**src/rtl/bitonic_pkg.sv**
```systemverilog
// Shared helpers for the pipelined bitonic sorter: layer count and the
// per-layer lane pairing of the standard bitonic build/merge network.
package bitonic_pkg;

  localparam int DEF_DATA_W = 8;
  localparam int DEF_N_LOG2 = 3;

  typedef struct packed {
    logic [4:0] partner;
    logic       dir;      // 1 = this block sorts descending
  } partner_t;

  function automatic int n_layers(input int n_log2);
    return n_log2 * (n_log2 + 1) / 2;
  endfunction

  // Layer numbering: stage s (block size 2**s) contributes s layers whose
  // compare distance shrinks from 2**(s-1) down to 1.
  function automatic partner_t layer_partner(input int layer, input int lane);
    int       s;
    int       base;
    int       t;
    partner_t p;
    s    = 1;
    base = 0;
    for (int k = 0; k < 8; k++) begin
      if (layer >= base + s) begin
        base += s;
        s++;
      end
    end
    t         = s - 1 - (layer - base);
    p.partner = 5'(lane ^ (1 << t));
    p.dir     = ((lane >> s) & 1) != 0;
    return p;
  endfunction

  localparam int DEF_N = 1 << DEF_N_LOG2;
  localparam int DEF_L = n_layers(DEF_N_LOG2);

endpackage

```
**src/rtl/bitonic_cas.sv**
```systemverilog
// Combinational compare-swap: swaps only when strictly out of order.
// Tag ports exist only when BITONIC_SORTER_INDEX_EN is defined.
module bitonic_cas #(
  parameter int DATA_W = 8
`ifdef BITONIC_SORTER_INDEX_EN
  , parameter int TAG_W = 3
`endif
) (
  input  logic [DATA_W-1:0] i_a,
  input  logic [DATA_W-1:0] i_b,
  input  logic              i_dir,
`ifdef BITONIC_SORTER_INDEX_EN
  input  logic [TAG_W-1:0]  i_a_tag,
  input  logic [TAG_W-1:0]  i_b_tag,
  output logic [TAG_W-1:0]  o_lo_tag,
  output logic [TAG_W-1:0]  o_hi_tag,
`endif
  output logic [DATA_W-1:0] o_lo,
  output logic [DATA_W-1:0] o_hi
);

  logic w_swap;

  assign w_swap = i_dir ? (i_a < i_b) : (i_a > i_b);
  assign o_lo   = w_swap ? i_b : i_a;
  assign o_hi   = w_swap ? i_a : i_b;

`ifdef BITONIC_SORTER_INDEX_EN
  assign o_lo_tag = w_swap ? i_b_tag : i_a_tag;
  assign o_hi_tag = w_swap ? i_a_tag : i_b_tag;
`endif

endmodule

```
**src/rtl/bitonic_sorter_pipe.sv**
```systemverilog
// Fully pipelined bitonic sorter, one register stage per comparator layer,
// single global advance enable. Define BITONIC_SORTER_INDEX_EN for out_idx.
module bitonic_sorter_pipe
  import bitonic_pkg::*;
#(
  parameter int DATA_W = DEF_DATA_W,
  parameter int N_LOG2 = DEF_N_LOG2
) (
  input  logic                             clk,
  input  logic                             rst_n,
  input  logic                             in_valid,
  output logic                             in_ready,
  input  logic                             in_desc,
  input  logic [(1<<N_LOG2)*DATA_W-1:0]    in_data,
  output logic                             out_valid,
  input  logic                             out_ready,
  output logic                             out_desc,
  output logic [(1<<N_LOG2)*DATA_W-1:0]    out_data
`ifdef BITONIC_SORTER_INDEX_EN
  , output logic [(1<<N_LOG2)*N_LOG2-1:0]  out_idx
`endif
);

  localparam int N           = 1 << N_LOG2;
  localparam int L           = n_layers(N_LOG2);
  localparam int FINAL_FIRST = L - N_LOG2;

  logic [DATA_W-1:0] w_src  [L][N];
  logic [DATA_W-1:0] w_cas  [L][N];
  logic              w_vsrc [L];
  logic              w_dsrc [L];
  logic [DATA_W-1:0] r_data [L][N];
  logic              r_valid[L];
  logic              r_desc [L];
  logic              w_adv;

`ifdef BITONIC_SORTER_INDEX_EN
  localparam int IDX_W = N_LOG2;
  logic [IDX_W-1:0] w_tsrc [L][N];
  logic [IDX_W-1:0] w_tcas [L][N];
  logic [IDX_W-1:0] r_tag  [L][N];
`endif

  generate
    for (genvar l = 0; l < L; l++) begin : g_layer
      if (l == 0) begin : g_first
        assign w_vsrc[0] = in_valid;
        assign w_dsrc[0] = in_desc;
        for (genvar i = 0; i < N; i++) begin : g_lane
          assign w_src[0][i] = in_data[i*DATA_W +: DATA_W];
`ifdef BITONIC_SORTER_INDEX_EN
          assign w_tsrc[0][i] = IDX_W'(i);
`endif
        end
      end else begin : g_next
        assign w_vsrc[l] = r_valid[l-1];
        assign w_dsrc[l] = r_desc[l-1];
        for (genvar i = 0; i < N; i++) begin : g_lane
          assign w_src[l][i] = r_data[l-1][i];
`ifdef BITONIC_SORTER_INDEX_EN
          assign w_tsrc[l][i] = r_tag[l-1][i];
`endif
        end
      end

      // Build stages take their direction from the lane bits; the final
      // merge stage takes it from the vector's own desc bit.
      for (genvar i = 0; i < N; i++) begin : g_cas
        localparam partner_t P     = layer_partner(l, i);
        localparam int       PI    = int'(P.partner);
        localparam bit       FINAL = (l >= FINAL_FIRST);
        if (PI > i) begin : g_unit
          bitonic_cas #(
            .DATA_W(DATA_W)
`ifdef BITONIC_SORTER_INDEX_EN
            , .TAG_W(IDX_W)
`endif
          ) u_cas (
            .i_a     (w_src[l][i]),
            .i_b     (w_src[l][PI]),
            .i_dir   (FINAL ? w_dsrc[l] : P.dir),
`ifdef BITONIC_SORTER_INDEX_EN
            .i_a_tag (w_tsrc[l][i]),
            .i_b_tag (w_tsrc[l][PI]),
            .o_lo_tag(w_tcas[l][i]),
            .o_hi_tag(w_tcas[l][PI]),
`endif
            .o_lo    (w_cas[l][i]),
            .o_hi    (w_cas[l][PI])
          );
        end
      end
    end
  endgenerate

  // NOTE: in_ready is combinational from the output stage; a stalled output
  // freezes every stage, so the pipeline never drops or compresses slots.
  assign w_adv    = !r_valid[L-1] || out_ready;
  assign in_ready = w_adv;

  // NOTE: the data registers are reset as well, since out_data must read 0
  // while reset is asserted, not just out_valid.
  always_ff @(posedge clk or negedge rst_n) begin
    if (!rst_n) begin
      for (int l = 0; l < L; l++) begin
        r_valid[l] <= 1'b0;
        r_desc[l]  <= 1'b0;
        for (int i = 0; i < N; i++) begin
          r_data[l][i] <= '0;
`ifdef BITONIC_SORTER_INDEX_EN
          r_tag[l][i]  <= '0;
`endif
        end
      end
    end else if (w_adv) begin
      for (int l = 0; l < L; l++) begin
        r_valid[l] <= w_vsrc[l];
        r_desc[l]  <= w_dsrc[l];
        for (int i = 0; i < N; i++) begin
          r_data[l][i] <= w_cas[l][i];
`ifdef BITONIC_SORTER_INDEX_EN
          r_tag[l][i]  <= w_tcas[l][i];
`endif
        end
      end
    end
  end

  assign out_valid = r_valid[L-1];
  assign out_desc  = r_desc[L-1];

  generate
    for (genvar i = 0; i < N; i++) begin : g_out
      assign out_data[i*DATA_W +: DATA_W] = r_data[L-1][i];
`ifdef BITONIC_SORTER_INDEX_EN
      assign out_idx[i*IDX_W +: IDX_W] = r_tag[L-1][i];
`endif
    end
  endgenerate

endmodule

```
**config.mk**
```make
export PLATFORM = sky130hd
export DESIGN_NAME = bitonic_sorter_pipe
export DESIGN_NICKNAME = d
export VERILOG_FILES = /design/src/rtl/bitonic_pkg.sv /design/src/rtl/bitonic_cas.sv /design/src/rtl/bitonic_sorter_pipe.sv
export SDC_FILE = /design/constraint.sdc
export NUM_CORES = 1
export LEC_CHECK = 0
export ABC_AREA = 1
export CAP_MARGIN = 20
export CORE_UTILIZATION = 54
export DETAILED_ROUTE_END_ITERATION = 8
export PLACE_DENSITY = 0.73
export SYNTH_ARGS = -nofsm -noshare
export SYNTH_HDL_FRONTEND = slang
export SYNTH_SLANG_ARGS = --single-unit
```
**constraint.sdc**
```tcl
create_clock -name clk -period 2.3 [get_ports clk]
set_clock_uncertainty 0.05 [all_clocks]
set_input_delay 0.69 -clock clk [delete_from_list [all_inputs] [get_ports clk]]
set_output_delay 0.69 -clock clk [all_outputs]
set_load 0.01 [all_outputs]
```
==> impl_metrics.env <==
export IMPL_p_clk_share_pct=14.6
export IMPL_synth_edf_count=0
export IMPL_synthDistinctLibCells=27
export IMPL_power_share_combinational_pct=59.9
export IMPL_clock_sinks=396
export IMPL_synth_flop_cell="dfrtp_1"
export IMPL_hpwl_um=47190
export IMPL_dpl_cell_count=4271
export IMPL_min_path_cells=2
export IMPL_min_from="r_valid[1]"
export IMPL_rows=79
export IMPL_diodes=0
export IMPL_path_buf_inv=1
export IMPL_drt_iter0_drc=1676
export IMPL_die_w_um=219.6
export IMPL_synthTopCellsByCount="1317 x nand2_1, 763 x nand3_1, 436 x inv_1, 396 x dfrtp_1, 186 x ha_1"
export IMPL_hold_ws_ns=0.3913
export IMPL_cts_max_level=2
export IMPL_gp_congestion=0.9550
export IMPL_clock_root_buffer="clkbuf_16"
export IMPL_synth_nets=3813
export IMPL_rsz0062_at_grt="no"
export IMPL_fin_cells=4352
export IMPL_ant_nets=0
export IMPL_critPathCaptureType="primary output"
export IMPL_cap_viol_max_count=0
export IMPL_fin_crit_sh_pct=96.73
export IMPL_worstPathMaxFanout=2
export IMPL_ys_top_cells_by_area="dfrtp_1 39%, nand2_1 19%, nand3_1 15%, ha_1 9.1%, inv_1 6.4%"
export IMPL_drive_gt1_share_pct=9.533
export IMPL_r2r_setup_slack_ns=0.24
export IMPL_drc=18
export IMPL_synth_seq_cells=396
export IMPL_critPathTopFamily="buffers and inverters"
export IMPL_status="finished, violations left"
export IMPL_cts_tree="done"
export IMPL_slew_violations=0
export IMPL_pin_count=136
export IMPL_relSlewSlack_pct=69.29
export IMPL_hold_violations=0
export IMPL_swShare_pct=48.17
export IMPL_cp_slowest_cell="clkdlybuf4s50_1"
export IMPL_grt_pass1_vias=21310
export IMPL_postSynthCellCount=3558
export IMPL_fillers=4165
export IMPL_p_switching_w=0.02560
export IMPL_path_clk_slew_ns=0.06
export IMPL_power_frac_seq_pct=25.5
export IMPL_post_cts_buffers=0
export IMPL_viasPerCell=5.250
export IMPL_fin_nets=3967
export IMPL_drt_wl_total_um=62940
export IMPL_areaGrowthSynthToFinish_pct=16.42
export IMPL_finalCriticalPeriod_ns=2.225
export IMPL_worstSkewPairLatency_ns=0.58
export IMPL_power_total_w=0.05315
export IMPL_yosysSeqAreaShare_pct=38.76
export IMPL_crit_chain="clkdlybuf4s50_1"
export IMPL_leakage_nw=16.53
export IMPL_crit_required_ns=1.56
export IMPL_grt_overflow=0
export IMPL_avgSynthCellArea_um2=7.186
export IMPL_yosysMostFrequentCell="nand2_1"
export IMPL_synth_top_area_share_pct=38.76
export IMPL_grt_max_degree=91
export IMPL_clockBufferDepth=3
export IMPL_die_area_um2=48220
export IMPL_coreArea_um2=46650
export IMPL_critPathKind="register to primary output"
export IMPL_async_flop_share_pct=100.0
export IMPL_pwr_density_cell_nw_per_um2=1785
export IMPL_cts_made_buffers=45
export IMPL_critical_path_max_stage_delay_ns=0.56
export IMPL_yosysWarnings=0
export IMPL_drt_wirelength_per_cell_um=14.46
export IMPL_max_vdd_ir_drop_uv=687.8
export IMPL_dr_pass1_iters=8
export IMPL_arrival_ns=1.48
export IMPL_worst_pin_slew_ns=0.4607
export IMPL_antenna_found_initial=0
export IMPL_whs_endpoint="out_valid"
export IMPL_start_util_pct=54.81
export IMPL_via_count=22850
export IMPL_intPower_w=0.02755
export IMPL_worst_setup_path_start_kind="register"
export IMPL_grt_util_all_layers_pct=26.92
export IMPL_r2r_cells=12
export IMPL_violations="design-rule violations"
export IMPL_synth_largest_area_cell="dfrtp_1"
export IMPL_rr_startpoint="r_data[203]"
export IMPL_finalSetupViolations=0
export IMPL_holdCritPathClass="register to register"
export IMPL_fmax_ghz=0.4495
export IMPL_numPortBuffers=135
export IMPL_syn_area_um2=25570
export IMPL_grt_pass1_wl_um=105700
export IMPL_worstReg2RegEnd="r_data[137]"
export IMPL_die_h_um=219.6
[through the flow]
step / util (%) / setup slack, ns / instance area [um2] / TNS (ns)
global route: 63.81 / 0.004736 / 29770 / 0
global placement: 60.35 / -0.1729 / 28160 / -8.415
finish: 63.81 / 0.07523 / 29770 / 0
detailed placement: 60.35 / -0.2012 / 28160 / -10.25
floorplan: - / 0.2935 / 25570 / 0
CTS: 63.81 / 0.03275 / 29770 / 0
[layout make-up]
| class | instances | area [um2] | area share (%) |
|---|---|---|---|
| inverters | 446 | 1682 | 5.649 |
| repair buffers | 273 | 2741 | 9.209 |
| clock buffers | 59 | 1311 | 4.405 |
| multi-input cells | 2550 | 13070 | 43.92 |
| flip-flops and latches | 396 | 9910 | 33.29 |
| well taps | 607 | 759.5 | 2.551 |
| clock inverters | 21 | 291.5 | 0.9793 |
[sequential cells by signal (all words and copies together) (netlist names)]
signal / count
out_desc: 1
r_desc: 5
r_data: 320
out_valid: 1
r_valid: 5
out_data: 64
[layout by cell type (no fill, tap or decap), types with 7 or more instances in the layout]
cell             count
clkdlybuf4s50_1    132
nand2_4             24
bufinv_16            7
nor2_4              12
clkbuf_16           47
inv_2                9
a21o_1              12
o21ai_0             10
nand3_1            763
nor2_2               7
o21ai_1              7
ha_1               186
nor2_1              28
nand2_2             65
buf_12              28
nand2_1           1317
clkbuf_8             9
o21a_1              12
clkinv_2            11
nand3_4             11
inv_1              436
dfrtp_1            396
buf_4              110
a21oi_1             77
[metal layers]
metal	routed length, um	vias up	global-route usage, %
li1	-	11620	-
met1	28020	10600	34.88
met2	30350	495	45.85
met3	2374	132	3.520
met4	2191	0	9.954
met5	0	-	0
[power by group through the flow]
stage	clock network, W	registers (W)	logic (W)
final	0.00774	0.0136	0.0318
after global routing	0.00817	0.0140	0.0365
after CTS	0.00789	0.0136	0.0320
after detailed placement	0	0.0137	0.0317
after global placement	0	0.0136	0.0310
after floorplan	0	0.0129	0.0245
[cell families (layout without fill, tap and decap cells)]
| family | Yosys count | in the layout | share of synthesized area, % |
|---|---|---|---|
| flip-flops | 396 | 396 | 38.76 |
| AND/OR/NAND/NOR | 2246 | 2246 | 39.48 |
| buffers and inverters | 612 | 799 | 10.11 |
| adder cells (fa/ha/maj) | 186 | 186 | 9.102 |
| AO/OA/AOI/OAI | 118 | 118 | 2.545 |
[worst max path at each step]
stage	slack [ns]	from	depth (start not counted)	to
2_1_floorplan	0.29	in_data[15]	10	r_data[379]
3_3_place_gp	-0.17	in_data[43]	11	r_data[339]
3_5_place_dp	-0.20	in_data[43]	11	r_data[344]
4_1_cts	0.03	out_data[40]	1	out_data[40]
5_1_grt	0.005	out_data[0]	1	out_data[0]
6_report	0.08	out_data[51]	1	out_data[51]
[what timing repair did]
| item | in CTS | in global routing |
|---|---|---|
| hold buffers | 1 | 0 |
| endpoints found under the hold margin | 35 | 0 |
| resized for setup | 1 | 0 |
| endpoints found under the setup margin | 1 | 0 |
(Power assumes the default switching activity.)
